`src/rtl/obstacle_sequencer.sv`:
```
// -----------------------------------------------------------------------------
// obstacle_sequencer
//
// Game-level scheduler for the obstacle modules. It owns the shared `selected`
// code and the one-cycle `start` pulse that launches the obstacle whose code
// matches. Between obstacles it waits a fixed quiet gap. It picks each next
// obstacle from an 8-bit LFSR and never repeats the previous code. It counts
// completed obstacles up to a win, and aborts an obstacle that never
// acknowledges or never finishes.
//
// Ports:
//   pclk              clock
//   rst               synchronous reset, active-high
//   play_selected     game session active
//   menu_on           menu displayed; aborts play
//   obstacle_done     OR of all obstacle done outputs
//   obstacle_working  OR of all obstacle working outputs
//   selected[3:0]     code of the current obstacle
//   start             one-cycle launch pulse for the selected obstacle
//   round[7:0]        obstacles completed in this game
//   busy              high in every state except IDLE and WON
//   game_won          high while in WON
//   timeout_err       sticky ack/run timeout flag, cleared when a game starts
// -----------------------------------------------------------------------------
module obstacle_sequencer #(
    parameter int         NUM_OBSTACLES  = 4,
    parameter int         ROUNDS         = 8,
    parameter int         GAP_CYCLES     = 40_000_000,
    parameter int         ACK_CYCLES     = 16,
    parameter int         TIMEOUT_CYCLES = 650_000_000,
    parameter logic [7:0] LFSR_SEED      = 8'hA5
) (
    input  logic       pclk,
    input  logic       rst,
    input  logic       play_selected,
    input  logic       menu_on,
    input  logic       obstacle_done,
    input  logic       obstacle_working,
    output logic [3:0] selected,
    output logic       start,
    output logic [7:0] round,
    output logic       busy,
    output logic       game_won,
    output logic       timeout_err
);

    localparam logic [3:0]  CODE_MASK  = 4'(NUM_OBSTACLES - 1);
    // An all-zero LFSR would lock up, so a zero seed is replaced.
    localparam logic [7:0]  SEED_VALUE = (LFSR_SEED == 8'h00) ? 8'h01 : LFSR_SEED;
    localparam logic [7:0]  ROUNDS_WIN = 8'(ROUNDS);
    localparam logic [31:0] GAP_LAST   = 32'(GAP_CYCLES - 1);
    localparam logic [31:0] ACK_LAST   = 32'(ACK_CYCLES - 1);
    localparam logic [31:0] RUN_LAST   = 32'(TIMEOUT_CYCLES - 1);

    typedef enum logic [2:0] {
        ST_IDLE,
        ST_GAP,
        ST_START,
        ST_ACK,
        ST_RUN,
        ST_WON
    } state_t;

    state_t      state_reg;
    state_t      state_next;
    logic [31:0] count_reg;
    logic [31:0] count_next;
    logic [31:0] count_inc;
    logic [7:0]  lfsr_reg;
    logic [7:0]  lfsr_next;
    logic [3:0]  selected_reg;
    logic [3:0]  selected_next;
    logic [7:0]  round_reg;
    logic [7:0]  round_next;
    logic [7:0]  round_inc;
    logic        timeout_reg;
    logic        timeout_next;
    logic        start_reg;
    logic        busy_reg;
    logic        won_reg;

    logic        abort;
    logic [3:0]  raw_code;
    logic [3:0]  bumped_code;
    logic [3:0]  candidate;

    // -------------------------------------------------------------------------
    // LFSR: Fibonacci, shifts left every cycle, taps 7,5,4,3 feed bit 0.
    // -------------------------------------------------------------------------
    assign lfsr_next[0] = lfsr_reg[7] ^ lfsr_reg[5] ^ lfsr_reg[4] ^ lfsr_reg[3];

    genvar gi;
    generate
        for (gi = 1; gi < 8; gi++) begin : g_lfsr_shift
            assign lfsr_next[gi] = lfsr_reg[gi - 1];
        end
    endgenerate

    // Candidate code: masked low nibble, bumped by one if it would repeat the
    // obstacle that just ran. With a single obstacle the repeat is unavoidable.
    assign raw_code    = lfsr_reg[3:0] & CODE_MASK;
    assign bumped_code = (raw_code + 4'd1) & CODE_MASK;
    assign candidate   = ((NUM_OBSTACLES > 1) && (raw_code == selected_reg))
                         ? bumped_code : raw_code;

    assign abort     = menu_on | ~play_selected;
    assign count_inc = (count_reg == 32'hFFFF_FFFF) ? count_reg : count_reg + 32'd1;
    assign round_inc = round_reg + 8'd1;

    // -------------------------------------------------------------------------
    // State register and all registered outputs
    // -------------------------------------------------------------------------
    always_ff @(posedge pclk) begin
        if (rst) begin
            state_reg    <= ST_IDLE;
            count_reg    <= '0;
            lfsr_reg     <= SEED_VALUE;
            selected_reg <= '0;
            round_reg    <= '0;
            timeout_reg  <= 1'b0;
            start_reg    <= 1'b0;
            busy_reg     <= 1'b0;
            won_reg      <= 1'b0;
        end else begin
            state_reg    <= state_next;
            count_reg    <= count_next;
            lfsr_reg     <= lfsr_next;
            selected_reg <= selected_next;
            round_reg    <= round_next;
            timeout_reg  <= timeout_next;
            // Outputs are decoded from the next state so they line up with
            // the state they describe rather than lagging it by a cycle.
            start_reg    <= (state_next == ST_START);
            busy_reg     <= (state_next != ST_IDLE) && (state_next != ST_WON);
            won_reg      <= (state_next == ST_WON);
        end
    end

    // -------------------------------------------------------------------------
    // Next-state logic
    // -------------------------------------------------------------------------
    always_comb begin
        state_next    = state_reg;
        count_next    = count_inc;
        selected_next = selected_reg;
        round_next    = round_reg;
        timeout_next  = timeout_reg;

        // Abort outranks any done or timeout arriving in the same cycle.
        if ((state_reg != ST_IDLE) && abort) begin
            state_next = ST_IDLE;
        end else begin
            case (state_reg)
                ST_IDLE: begin
                    if (!abort) begin
                        state_next   = ST_GAP;
                        timeout_next = 1'b0;
                    end
                end
                ST_GAP: begin
                    if (count_reg == GAP_LAST) begin
                        state_next    = ST_START;
                        selected_next = candidate;
                    end
                end
                ST_START: begin
                    state_next = ST_ACK;
                end
                ST_ACK: begin
                    if (obstacle_working) begin
                        state_next = ST_RUN;
                    end else if (count_reg == ACK_LAST) begin
                        state_next   = ST_IDLE;
                        timeout_next = 1'b1;
                    end
                end
                ST_RUN: begin
                    // A done in the last allowed cycle still counts.
                    if (obstacle_done) begin
                        round_next = round_inc;
                        state_next = (round_inc == ROUNDS_WIN) ? ST_WON : ST_GAP;
                    end else if (count_reg == RUN_LAST) begin
                        state_next   = ST_IDLE;
                        timeout_next = 1'b1;
                    end
                end
                ST_WON: begin
                    state_next = ST_WON;
                end
                default: begin
                    state_next = ST_IDLE;
                end
            endcase
        end

        // Every state change restarts the phase counter.
        if (state_next != state_reg) begin
            count_next = '0;
        end

        // IDLE always holds a cleared round count and counter.
        if (state_next == ST_IDLE) begin
            round_next = '0;
            count_next = '0;
        end
    end

    assign selected    = selected_reg;
    assign start       = start_reg;
    assign round       = round_reg;
    assign busy        = busy_reg;
    assign game_won    = won_reg;
    assign timeout_err = timeout_reg;

endmodule

```
`config.mk`:
```
export PLATFORM = sky130hd
export DESIGN_NAME = obstacle_sequencer
export DESIGN_NICKNAME = d
export VERILOG_FILES = /design/src/rtl/obstacle_sequencer.sv
export SDC_FILE = /design/constraint.sdc
export NUM_CORES = 1
export LEC_CHECK = 0
export ABC_AREA = 1
export BUFFER_PORTS_ARGS = -buffer_cell sky130_fd_sc_hd__buf_4
export CAP_MARGIN = 20
export CORE_MARGIN = 2
export CORE_UTILIZATION = 37
export CTS_CLUSTER_SIZE = 16
export DETAILED_ROUTE_END_ITERATION = 7
export PLACE_DENSITY = 0.58
export SYNTH_ARGS = -nofsm -noshare
export SYNTH_HDL_FRONTEND = slang
export SYNTH_SLANG_ARGS = --single-unit
```
`constraint.sdc`:
```
create_clock -name pclk -period 5.65 [get_ports pclk]
set_clock_uncertainty 0.1 [all_clocks]
set_input_delay 0.2825 -clock pclk [delete_from_list [all_inputs] [get_ports pclk]]
set_output_delay 0.2825 -clock pclk [all_outputs]
set_load 0.01 [all_outputs]
```
==> implementation parameters <==
Parameter                              Value

Pwr
  Worst IR drop on VDD    0.0699 mV
  Leakage power summed over all cells    approximately 1.5 nW
  Total power    ~0.8 mW
  Total power density per cell area    208 nW/um^2

Synth
  Number of enable flip-flop cells after synthesis    0
  Yosys warning total    0
  Area share of the leading cell type in the synthesized netlist    0.339
  Number of synthesized register bits    57
  Fraction of synthesis flops using an asynchronous set or reset pin    0
  Syn Inst Count    roughly 500
  Cells taking the most area after synthesis    sky130_fd_sc_hd__dfxtp_1 34%, sky130_fd_sc_hd__nor2_1 12%, sky130_fd_sc_hd__nand2_1 9.5%, sky130_fd_sc_hd__xor2_1 8.3%, sky130_fd_sc_hd__inv_1 7.5%
  Synthesized cell area    roughly 3400 sq um
  Post-synthesis cell type with the largest combined area    sky130_fd_sc_hd__dfxtp_1
  Most frequently used flop master after synthesis    sky130_fd_sc_hd__dfxtp_1
  Distinct cell type count of the synthesized netlist    35
  Sequential element share of the synthesized area    0.339
  Syn Area/Cell    between 6 and 7 sq um

STA
  Worst-Margin Slew    roughly 0.7 ns
  Setup violations, final    0
  Hold Fails Final Rpt    0
  Highest clock frequency the design can meet    ~380 MHz
  Final setup margin    roughly 3.0 ns
  Post-route worst hold slack    about 0.096 ns
  Max-slew headroom    0.522
  Period utilization    0.469
  Number of slew-limit violations in the final report    0
  Setup repair after global routing missed its margin    no
  Post-route setup TNS    0 ns
  Time the final worst path needs with I/O delays and setup    between 2 and 3 ns

Routing
  DRC errors left    0
  Routed wire length    about 7700 um
  DRC violation total after the first TritonRoute iteration    118
  Vias per std cell    between 4 and 5
  Via Count    just over 3000
  Post-DR wirelength/cell    ~12 um
  Length of the first detailed-routing pass in iterations    4
  DRT antenna net count    0

Outcome
  Run status    complete, no violations

Placed design
  Number of port buffers    19
  Half-perimeter wire length after detailed placement    a little under 6000 um
  Placed instance count    between 600 and 700
  Routability congestion estimate from global placement    approximately 0.95
  Placed cell area    3580 sq um
  Post-Place Setup Slack    ~3 ns

Floorplanning
  Chip Height    99.4 um
  Die outline width    between 90 and 100 um
  Die ar.    just under 10000 sq um
  Core box area    about 8800 sq um
  Number of cell rows    34
  I/O Pins    22
  Initial standard-cell utilization of the core    0.384

CTS
  Clock latency reported for the late side of the worst-skew pair    between 0.3 and 0.4 ns
  Clock sinks    between 50 and 60
  Post-CTS setup buffer count    0
  Root buffer cell    sky130_fd_sc_hd__clkbuf_8
  TritonCTS Buffers    9
  Hold buffer count at cts    0
  Clock-pin slew on the worst setup and hold paths    0.07 ns
  Number of H-tree branching levels    3
  Post-CTS Resized    0
  Clock tree from TritonCTS    yes
  Max Buffers Root-to-Sink    2

Final layout
  Flip-flop count of the largest register after layout    32
  Finished Core Util    0.428
  Area of all placed cells without fillers    approximately 3700 sq um
  Leading cell type in the layout, fill and taps excluded    sky130_fd_sc_hd__nor2_1
  Cell Count, Final, Fillers Out    641
  Antenna diode count    0
  Area used by multi-input combinational logic    between 1500 and 2000 sq um
  Filler cell count in the final layout    920
  Area taken by flip-flops and latches    1140 sq um
  Highest-count cells in the layout ignoring fill and taps    105 x sky130_fd_sc_hd__nor2_1, 85 x sky130_fd_sc_hd__nand2_1, 67 x sky130_fd_sc_hd__inv_1
  Final Net Count    536
  Ratio of cells with drive above 1 in the final layout    0.148
  Layout overhead on the synthesized area    11.3%

GRT
  GRT Overall Usage    0.171
  Number of global-route vias before repair    just under 3000
  Largest net degree at the start of global routing    33
  Residual overflow from global routing    0
  Initial antenna violation count    0
  First-pass GRT wire length    approximately 13000 um

Critical path
  Arrival time at the worst endpoint    between 2 and 3 ns
  Largest stage delay, worst path    0.42 ns
  Data required time at the worst endpoint    approximately 5.8 ns
  Critical Path Stages    12
  Top fanout value on the critical path    32
  Type of the worst setup path    flip-flop to flip-flop
  Worst reg2reg path depth    12
  Capturing element type of the critical path    flip-flop
  Number of buffer and inverter instances along the worst setup path    0
  Cell-by-cell trace of the critical path    ha_1 -> nand2_2 -> nor2_1 -> nand4_1 -> o21ai_0 -> nand3_1 -> nand2_1 -> nand2_2 -> nand3_1 -> nand2_1 -> nand3_4 -> nor2_1
  Crit path launch type    flip-flop
  Crit-path slowest cell    sky130_fd_sc_hd__nand3_4
  Kind of cell with the highest combined delay on the critical path    simple AND/OR/NAND/NOR gates

Flow run
  Number of max-cap violations    0

Hold path
  Class of the most critical hold timing path    primary input to flip-flop
  Hold Crit Depth    2
power breakdown:
group | total [mW] | internal [mW] | switching [mW]
registers | 0.414 | 0.409 | 0.00497
logic | 0.0432 | 0.0154 | 0.0278
clock network | 0.321 | 0.155 | 0.165
layout make-up:
type	instances	share of cell area
clock buffer	10	0.0341
sequential	57	0.305
inverter	69	0.0691
clock inverter	6	0.00935
multi-input combinational	372	0.509
tap	108	0.0361
timing repair buffer	19	0.0381
metal layers:
layer	track usage	up-vias	part of all wire
li1	-	1614	-
met1	0.210	1389	0.47
met2	0.283	57	0.47
met3	0.0387	11	0.039
met4	0.0843	0	0.019
met5	0	-	0
cells in the mapped netlist (2+ instances only):
cell type,count
sky130_fd_sc_hd__inv_1,67
sky130_fd_sc_hd__nor2_1,105
sky130_fd_sc_hd__dfxtp_1,57
sky130_fd_sc_hd__nand4_1,12
sky130_fd_sc_hd__nor2_2,31
sky130_fd_sc_hd__a21oi_1,7
sky130_fd_sc_hd__or2_2,4
sky130_fd_sc_hd__nand3b_1,2
sky130_fd_sc_hd__nand2_2,5
sky130_fd_sc_hd__nand2_1,85
sky130_fd_sc_hd__buf_6,3
sky130_fd_sc_hd__nor3b_1,3
sky130_fd_sc_hd__nand3_1,29
sky130_fd_sc_hd__nor3_1,26
sky130_fd_sc_hd__buf_4,2
sky130_fd_sc_hd__nor4_1,3
sky130_fd_sc_hd__xnor2_1,4
sky130_fd_sc_hd__clkbuf_1,4
sky130_fd_sc_hd__ha_1,2
sky130_fd_sc_hd__xor2_1,32
sky130_fd_sc_hd__o21ai_0,9
worst reg2reg max path: cells and delay by family, from the launching register on:
family                     cells  cell delay (ns)
AOI/OAI and AO/OA              1             0.20
adders and majority gates      1             0.24
DFF                            1             0.39
and+or+nand+nor               10             1.59
worst paths after layout:
path,slack (ns),startpoint,end
worst min-delay path,0.1,rst,lfsr_reg[1]
worst min register to register,0.31,lfsr_reg[6],lfsr_reg[7]
worst max-delay path,3.00,count_reg[0],count_reg[19]
worst max register to register,3.00,count_reg[0],count_reg[19]
cell families (layout without fill, tap and decap cells):
kind of cell | Yosys count | after routing | synth area share
adder cells (fa/ha/maj) | 2 | 2 | 0.00743
XOR/XNOR | 37 | 37 | 0.0985
other | 1 | 2 | 0.00111
AND/OR/NAND/NOR | 310 | 310 | 0.422
multiplexers | 1 | 1 | 0.00297
buffers and inverters | 78 | 104 | 0.0959
flip-flops | 57 | 57 | 0.339
AO/OA/AOI/OAI | 20 | 20 | 0.0331
No activity file was read; power rests on OpenSTA's default activity.
